--- config.mk ---
export PLATFORM = sky130hd
export DESIGN_NAME = piano_voice
export DESIGN_NICKNAME = d
export VERILOG_FILES = /design/src/rtl/piano_pkg.sv /design/src/rtl/piano_voice_key_select.sv /design/src/rtl/piano_voice.sv
export SDC_FILE = /design/constraint.sdc
export NUM_CORES = 1
export LEC_CHECK = 0
export CORE_ASPECT_RATIO = 1.4
export CORE_MARGIN = 4
export CORE_UTILIZATION = 50
export DETAILED_ROUTE_END_ITERATION = 6
export PLACE_DENSITY = 0.69
export SLEW_MARGIN = 20
export SYNTH_ARGS = -nofsm -noshare
export SYNTH_HDL_FRONTEND = slang
export SYNTH_SLANG_ARGS = --single-unit
--- constraint.sdc ---
create_clock -name CLK -period 4.7 [get_ports CLK]
set_input_delay 0.705 -clock CLK [delete_from_list [all_inputs] [get_ports CLK]]
set_output_delay 0.705 -clock CLK [all_outputs]
set_load 0.02 [all_outputs]
--- src/rtl/piano_pkg.sv ---
// piano_pkg
// Shared definitions for the piano_voice tone generator: default
// half-period table (C4..C5 at a 100 MHz clock), default widths and the
// voice state enumeration.
// Ports: none (package).
package piano_pkg;

  localparam int NUM_KEYS_DEFAULT = 8;
  localparam int CNT_W_DEFAULT    = 18;

  // Entry i sits at bits [i*CNT_W +: CNT_W]; key 0 (C4) is the lowest slice.
  localparam logic [NUM_KEYS_DEFAULT*CNT_W_DEFAULT-1:0] HALF_DEFAULT = {
    18'd95557,  18'd101239, 18'd113636, 18'd127551,
    18'd143172, 18'd151685, 18'd170265, 18'd191110
  };

  typedef enum logic {
    IDLE = 1'b0,
    PLAY = 1'b1
  } voice_state_t;

endpackage

--- src/rtl/piano_voice_key_select.sv ---
// key_select
// Synchronises the raw key switches, detects their edges and keeps the
// selected key register (sel_idx/sel_vld) according to the priority mode.
// Ports:
//   CLK, RESET  clock and synchronous active-high reset
//   sw          raw asynchronous key switches, bit i = key i
//   mode        0 = highest pressed index wins, 1 = last pressed wins
//   sel_idx     index of the selected key
//   sel_vld     at least one synchronised key is pressed
module key_select
  import piano_pkg::*;
#(
  parameter int NUM_KEYS = 8,
  parameter int IDX_W    = 3
) (
  input  logic                CLK,
  input  logic                RESET,
  input  logic [NUM_KEYS-1:0] sw,
  input  logic                mode,
  output logic [IDX_W-1:0]    sel_idx,
  output logic                sel_vld
);

  logic [NUM_KEYS-1:0] sw_m;
  logic [NUM_KEYS-1:0] sw_s;
  logic [NUM_KEYS-1:0] sw_p;
  logic [NUM_KEYS-1:0] rise;
  logic [NUM_KEYS-1:0] fall;
  logic                sel_fell;
  logic [IDX_W-1:0]    sel_idx_next;

  function automatic logic [IDX_W-1:0] highest(input logic [NUM_KEYS-1:0] v);
    logic [IDX_W-1:0] r;
    r = '0;
    for (int i = 0; i < NUM_KEYS; i++) begin
      if (v[i]) r = IDX_W'(i);
    end
    return r;
  endfunction

  // Two-stage synchroniser plus one delayed copy for edge detection.
  always_ff @(posedge CLK) begin
    if (RESET) begin
      sw_m <= '0;
      sw_s <= '0;
      sw_p <= '0;
    end else begin
      sw_m <= sw;
      sw_s <= sw_m;
      sw_p <= sw_s;
    end
  end

  assign rise = sw_s & ~sw_p;
  assign fall = ~sw_s & sw_p;

  // Loop compare instead of fall[sel_idx] so an index past NUM_KEYS-1 is
  // never used as a bit select.
  always_comb begin
    sel_fell = 1'b0;
    for (int i = 0; i < NUM_KEYS; i++) begin
      if (sel_idx == IDX_W'(i) && fall[i]) sel_fell = 1'b1;
    end
  end

  // With no key held the index keeps its old value; it is only consumed
  // while sel_vld is high. Simultaneous presses resolve to the highest index.
  always_comb begin
    sel_idx_next = sel_idx;
    if (!mode) begin
      if (|sw_s) sel_idx_next = highest(sw_s);
    end else if (|rise) begin
      sel_idx_next = highest(rise);
    end else if (sel_fell && (|sw_s)) begin
      sel_idx_next = highest(sw_s);
    end
  end

  always_ff @(posedge CLK) begin
    if (RESET) begin
      sel_idx <= '0;
      sel_vld <= 1'b0;
    end else begin
      sel_idx <= sel_idx_next;
      sel_vld <= |sw_s;
    end
  end

endmodule

--- src/rtl/piano_voice.sv ---
// piano_voice
// Single-voice square-wave tone generator. One shared half-period counter
// is reloaded from a per-key table at every waveform edge, so retuning,
// key changes and octave changes only ever take effect on a boundary.
// Ports:
//   CLK, RESET  clock and synchronous active-high reset
//   sw          raw asynchronous key switches, bit i = key i
//   MODE        0 = fixed priority (highest index), 1 = last-pressed priority
//   OCT         octave up-shift applied to the table entry (clamped to 1)
//   FREQ        square-wave tone output
//   NOTE_ON     high while the voice is in PLAY
//   NOTE_IDX    key index whose half period is currently loaded
module piano_voice
  import piano_pkg::*;
#(
  parameter int NUM_KEYS = NUM_KEYS_DEFAULT,
  parameter int CNT_W    = CNT_W_DEFAULT,
  parameter logic [NUM_KEYS*CNT_W-1:0] HALF_TABLE = piano_pkg::HALF_DEFAULT,
  localparam int IDX_W   = (NUM_KEYS > 1) ? $clog2(NUM_KEYS) : 1
) (
  input  logic                CLK,
  input  logic                RESET,
  input  logic [NUM_KEYS-1:0] sw,
  input  logic                MODE,
  input  logic [1:0]          OCT,
  output logic                FREQ,
  output logic                NOTE_ON,
  output logic [IDX_W-1:0]    NOTE_IDX
);

  voice_state_t     state;
  voice_state_t     state_next;
  logic [CNT_W-1:0] cnt;
  logic [CNT_W-1:0] cnt_next;
  logic             freq_next;
  logic [IDX_W-1:0] idx_next;
  logic [IDX_W-1:0] sel_idx;
  logic             sel_vld;
  logic [CNT_W-1:0] half_raw;
  logic [CNT_W-1:0] half_eff;
  logic [CNT_W-1:0] reload;

  key_select #(
    .NUM_KEYS (NUM_KEYS),
    .IDX_W    (IDX_W)
  ) u_key_select (
    .CLK     (CLK),
    .RESET   (RESET),
    .sw      (sw),
    .mode    (MODE),
    .sel_idx (sel_idx),
    .sel_vld (sel_vld)
  );

  // Half period of the selected key after the octave shift. A shift that
  // underflows to zero is clamped to one cycle; the counter holds half-1.
  always_comb begin
    half_raw = '0;
    for (int i = 0; i < NUM_KEYS; i++) begin
      if (sel_idx == IDX_W'(i)) half_raw = HALF_TABLE[i*CNT_W +: CNT_W];
    end
    half_eff = half_raw >> OCT;
    if (half_eff == '0) half_eff = CNT_W'(1);
    reload = half_eff - CNT_W'(1);
  end

  always_ff @(posedge CLK) begin
    if (RESET) begin
      state    <= IDLE;
      cnt      <= '0;
      FREQ     <= 1'b0;
      NOTE_IDX <= '0;
    end else begin
      state    <= state_next;
      cnt      <= cnt_next;
      FREQ     <= freq_next;
      NOTE_IDX <= idx_next;
    end
  end

  // Selection and OCT are sampled only when a half period starts, so every
  // half period runs to completion before the tone or silence changes.
  always_comb begin
    state_next = state;
    cnt_next   = cnt;
    freq_next  = FREQ;
    idx_next   = NOTE_IDX;
    case (state)
      IDLE: begin
        freq_next = 1'b0;
        if (sel_vld) begin
          cnt_next   = reload;
          freq_next  = 1'b1;
          idx_next   = sel_idx;
          state_next = PLAY;
        end
      end
      PLAY: begin
        if (cnt != '0) begin
          cnt_next = cnt - CNT_W'(1);
        end else if (sel_vld) begin
          cnt_next  = reload;
          freq_next = ~FREQ;
          idx_next  = sel_idx;
        end else begin
          freq_next  = 1'b0;
          state_next = IDLE;
        end
      end
      default: begin
        state_next = IDLE;
        freq_next  = 1'b0;
      end
    endcase
  end

  assign NOTE_ON = (state == PLAY);

endmodule

==> results.ini <==
[drt]
first_iter_violations=361
routed_wl_um=8330
first_pass_iters=5
ant_nets=0
drc=0
vias=3122
vias_per_cell=6.52
drt-wirelength-per-cell_um=17.4

[flow_run]
cap_violations=0

[floorplan]
dieArea_um2=7720
die_width_um=75.4
start_util_pct=51.2
io_pins=18
rows=34
core_area_um2=6210
fp.dieH_um=102

[clock_tree]
cts_root_buf=clkbuf_8
postCtsHoldBufs=0
cts_tree=built
clock-sinks=51
cts_resized=0
clock_latency_ps=310
h-tree-depth=2
postCtsSetupRepairBufs=0
clk_pin_slew_ps=110
cts_buffers=5
clock_path_buffers=2

[sta]
setup_viol=0
hold_viol_final=0
setup-tns-final_ps=0
post-route-period-util_pct=76.3
fmax_mhz=279
period_needed_ps=3590
rsz0062_at_grt=false
slew_headroom_pct=40.3
drv_slew=0
worst_pin_slew_ps=896
fin_skew_ps=10.7

[final_layout]
layout_commonest_cell=dfxtp_1
fin_nets=421
fin_cells=479
insertedDiodeCount=0
fill_cells=568
drive_gt1_share_pct=6.39
mostFrequentLayoutCells=dfxtp_1 (51), nand2_1 (39), nor2b_1 (36)
syn2layout_area_growth_pct=8.38

[grt]
overflow=0
antenna_found_initial=0
grt_max_degree=53
grt_pass1_wl_um=13600
grt_pass1_vias=2878
track_usage_pct=22.5

[place]
dp.cells=471
dp_hpwl_um=5860
port_buffers=17
gp_congestion=0.891

[synthesis]
syn_inst=409
seq_area_frac_synth_pct=32.1
synth_flop_cell=dfxtp_1
synth_edf_count=0
yosys_register_bits=51
syn_nets=424
synth_warnings=0
synth_area_um2=3180
synth_cell_types=64
synth-async-reset-ratio_pct=0
syn_area_per_cell_um2=7.78

[min_path]
min_path_type=reg2reg

[setup_path]
path_max_fanout=17
critPathRequiredTime_ps=4920
critPathCaptureType=register
cp.arrival_ps=3810
critPathLaunchType=input port
path_class=in2reg

[run_status]
status=finished clean

[pwr]
p_leak_nw=1.19
ir_worst_vdd_uv=219
p_per_area_nw_per_um2=388

state kept, by name, summed over array words and instances, names as in the netlist:
name	flops
cnt	18
NOTE_ON	1
u_key_select.sel_idx	3
NOTE_IDX	3
FREQ	1
u_key_select.sw_m	8
u_key_select.sel_vld	1
u_key_select.sw_s	8
u_key_select.sw_p	8
worst paths after layout:
check / slack, ps / start / depth (start not counted) / end
hold / removal: 440 / u_key_select.sw_m[0]$_SDFF_PP0_ / 1 / u_key_select.sw_s[0]$_SDFF_PP0_
setup / recovery: 1110 / OCT[0] / 12 / cnt[4]$_SDFF_PP0_
setup reg to reg: 1450 / u_key_select.sel_idx[1]$_SDFFE_PP0P_ / 12 / cnt[4]$_SDFF_PP0_
hold reg to reg: 440 / u_key_select.sw_m[0]$_SDFF_PP0_ / 1 / u_key_select.sw_s[0]$_SDFF_PP0_
per-layer routing:
metal | up-vias | global-route usage (%) | share of wire (%)
met1 | 1477 | 27.0 | 40
li1 | 1509 | - | -
met5 | - | 0 | 0
met4 | 0 | 12.1 | 4.8
met3 | 33 | 2.56 | 4.1
met2 | 103 | 38.4 | 51
cell usage after synthesis, drive strengths merged (4+ instances only):
| library cell | n | area, um2 |
|---|---|---|
| dfxtp | 51 | 1020 |
| nand2 | 39 | 146 |
| nor2b | 36 | 225 |
| o21ai | 31 | 166 |
| a21oi | 25 | 129 |
| clkbuf | 25 | 93.8 |
| nor2 | 24 | 92.6 |
| inv | 12 | 45.0 |
| a31oi | 11 | 68.8 |
| or3 | 11 | 68.8 |
| nor3 | 10 | 50.1 |
| nand2b | 9 | 56.3 |
| buf | 8 | 55.1 |
| a211oi | 7 | 52.6 |
| a221oi | 7 | 61.3 |
| nand3 | 7 | 35.0 |
| o211ai | 7 | 52.6 |
| a311o | 6 | 60.1 |
| nor3b | 5 | 37.5 |
| o22ai | 5 | 31.3 |
| o311ai | 5 | 43.8 |
| or4 | 5 | 45.0 |
| o31ai | 4 | 43.8 |
report_power, final:
part / internal [mW] / switching (mW)
registers: 0.477 / 0.0591
clock network: 0.161 / 0.161
logic: 0.191 / 0.288
cell families after synthesis:
group / count (synthesis) / share of synthesized area (%)
xor gates and xnor gates: 3 / 0.826
and+or+nand+nor: 162 / 27.5
AOI/OAI and AO/OA: 140 / 30.9
muxes: 5 / 1.65
adders and majority gates: 2 / 0.786
buffers and inverters: 46 / 6.21
DFF: 51 / 32.1
per-stage QoR:
| step | instance area [um2] | utilization [%] | hold WS [ps] | worst slack (ps) | power, mW |
|---|---|---|---|---|---|
| global route | 3450 | 55.5 | 468 | 834 | 1.41 |
| global placement | 3330 | 53.7 | 417 | 934 | 1.01 |
| floorplan | 3180 | - | 414 | 1460 | 0.908 |
| CTS | 3450 | 55.5 | 451 | 1180 | 1.33 |
| finish | 3450 | 55.5 | 445 | 1110 | 1.34 |
| detailed placement | 3330 | 53.7 | 427 | 859 | 1.01 |
critical path, cell delays in order:
cell and delay (ps):
clkdlybuf4s50_1 780, nand2_1 310, a21oi_1 220, a221oi_1 60, o21ai_0 250, ha_1 350
mux2_2 360, a22oi_1 140, o21ai_0 110, a221oi_1 270, nand3_1 110, o211a_1 140
layout make-up:
type / count / area, um2 / area share, %
flip-flops and latches: 51 / 1020 / 29.6
multi-input cells: 312 / 1960 / 56.9
clock inverters: 3 / 46.3 / 1.34
inverters: 13 / 48.8 / 1.42
well taps: 72 / 90.1 / 2.61
repair buffers: 23 / 210 / 6.10
clock buffers: 5 / 68.8 / 2.00
No activity file was read; power rests on OpenSTA's default activity.
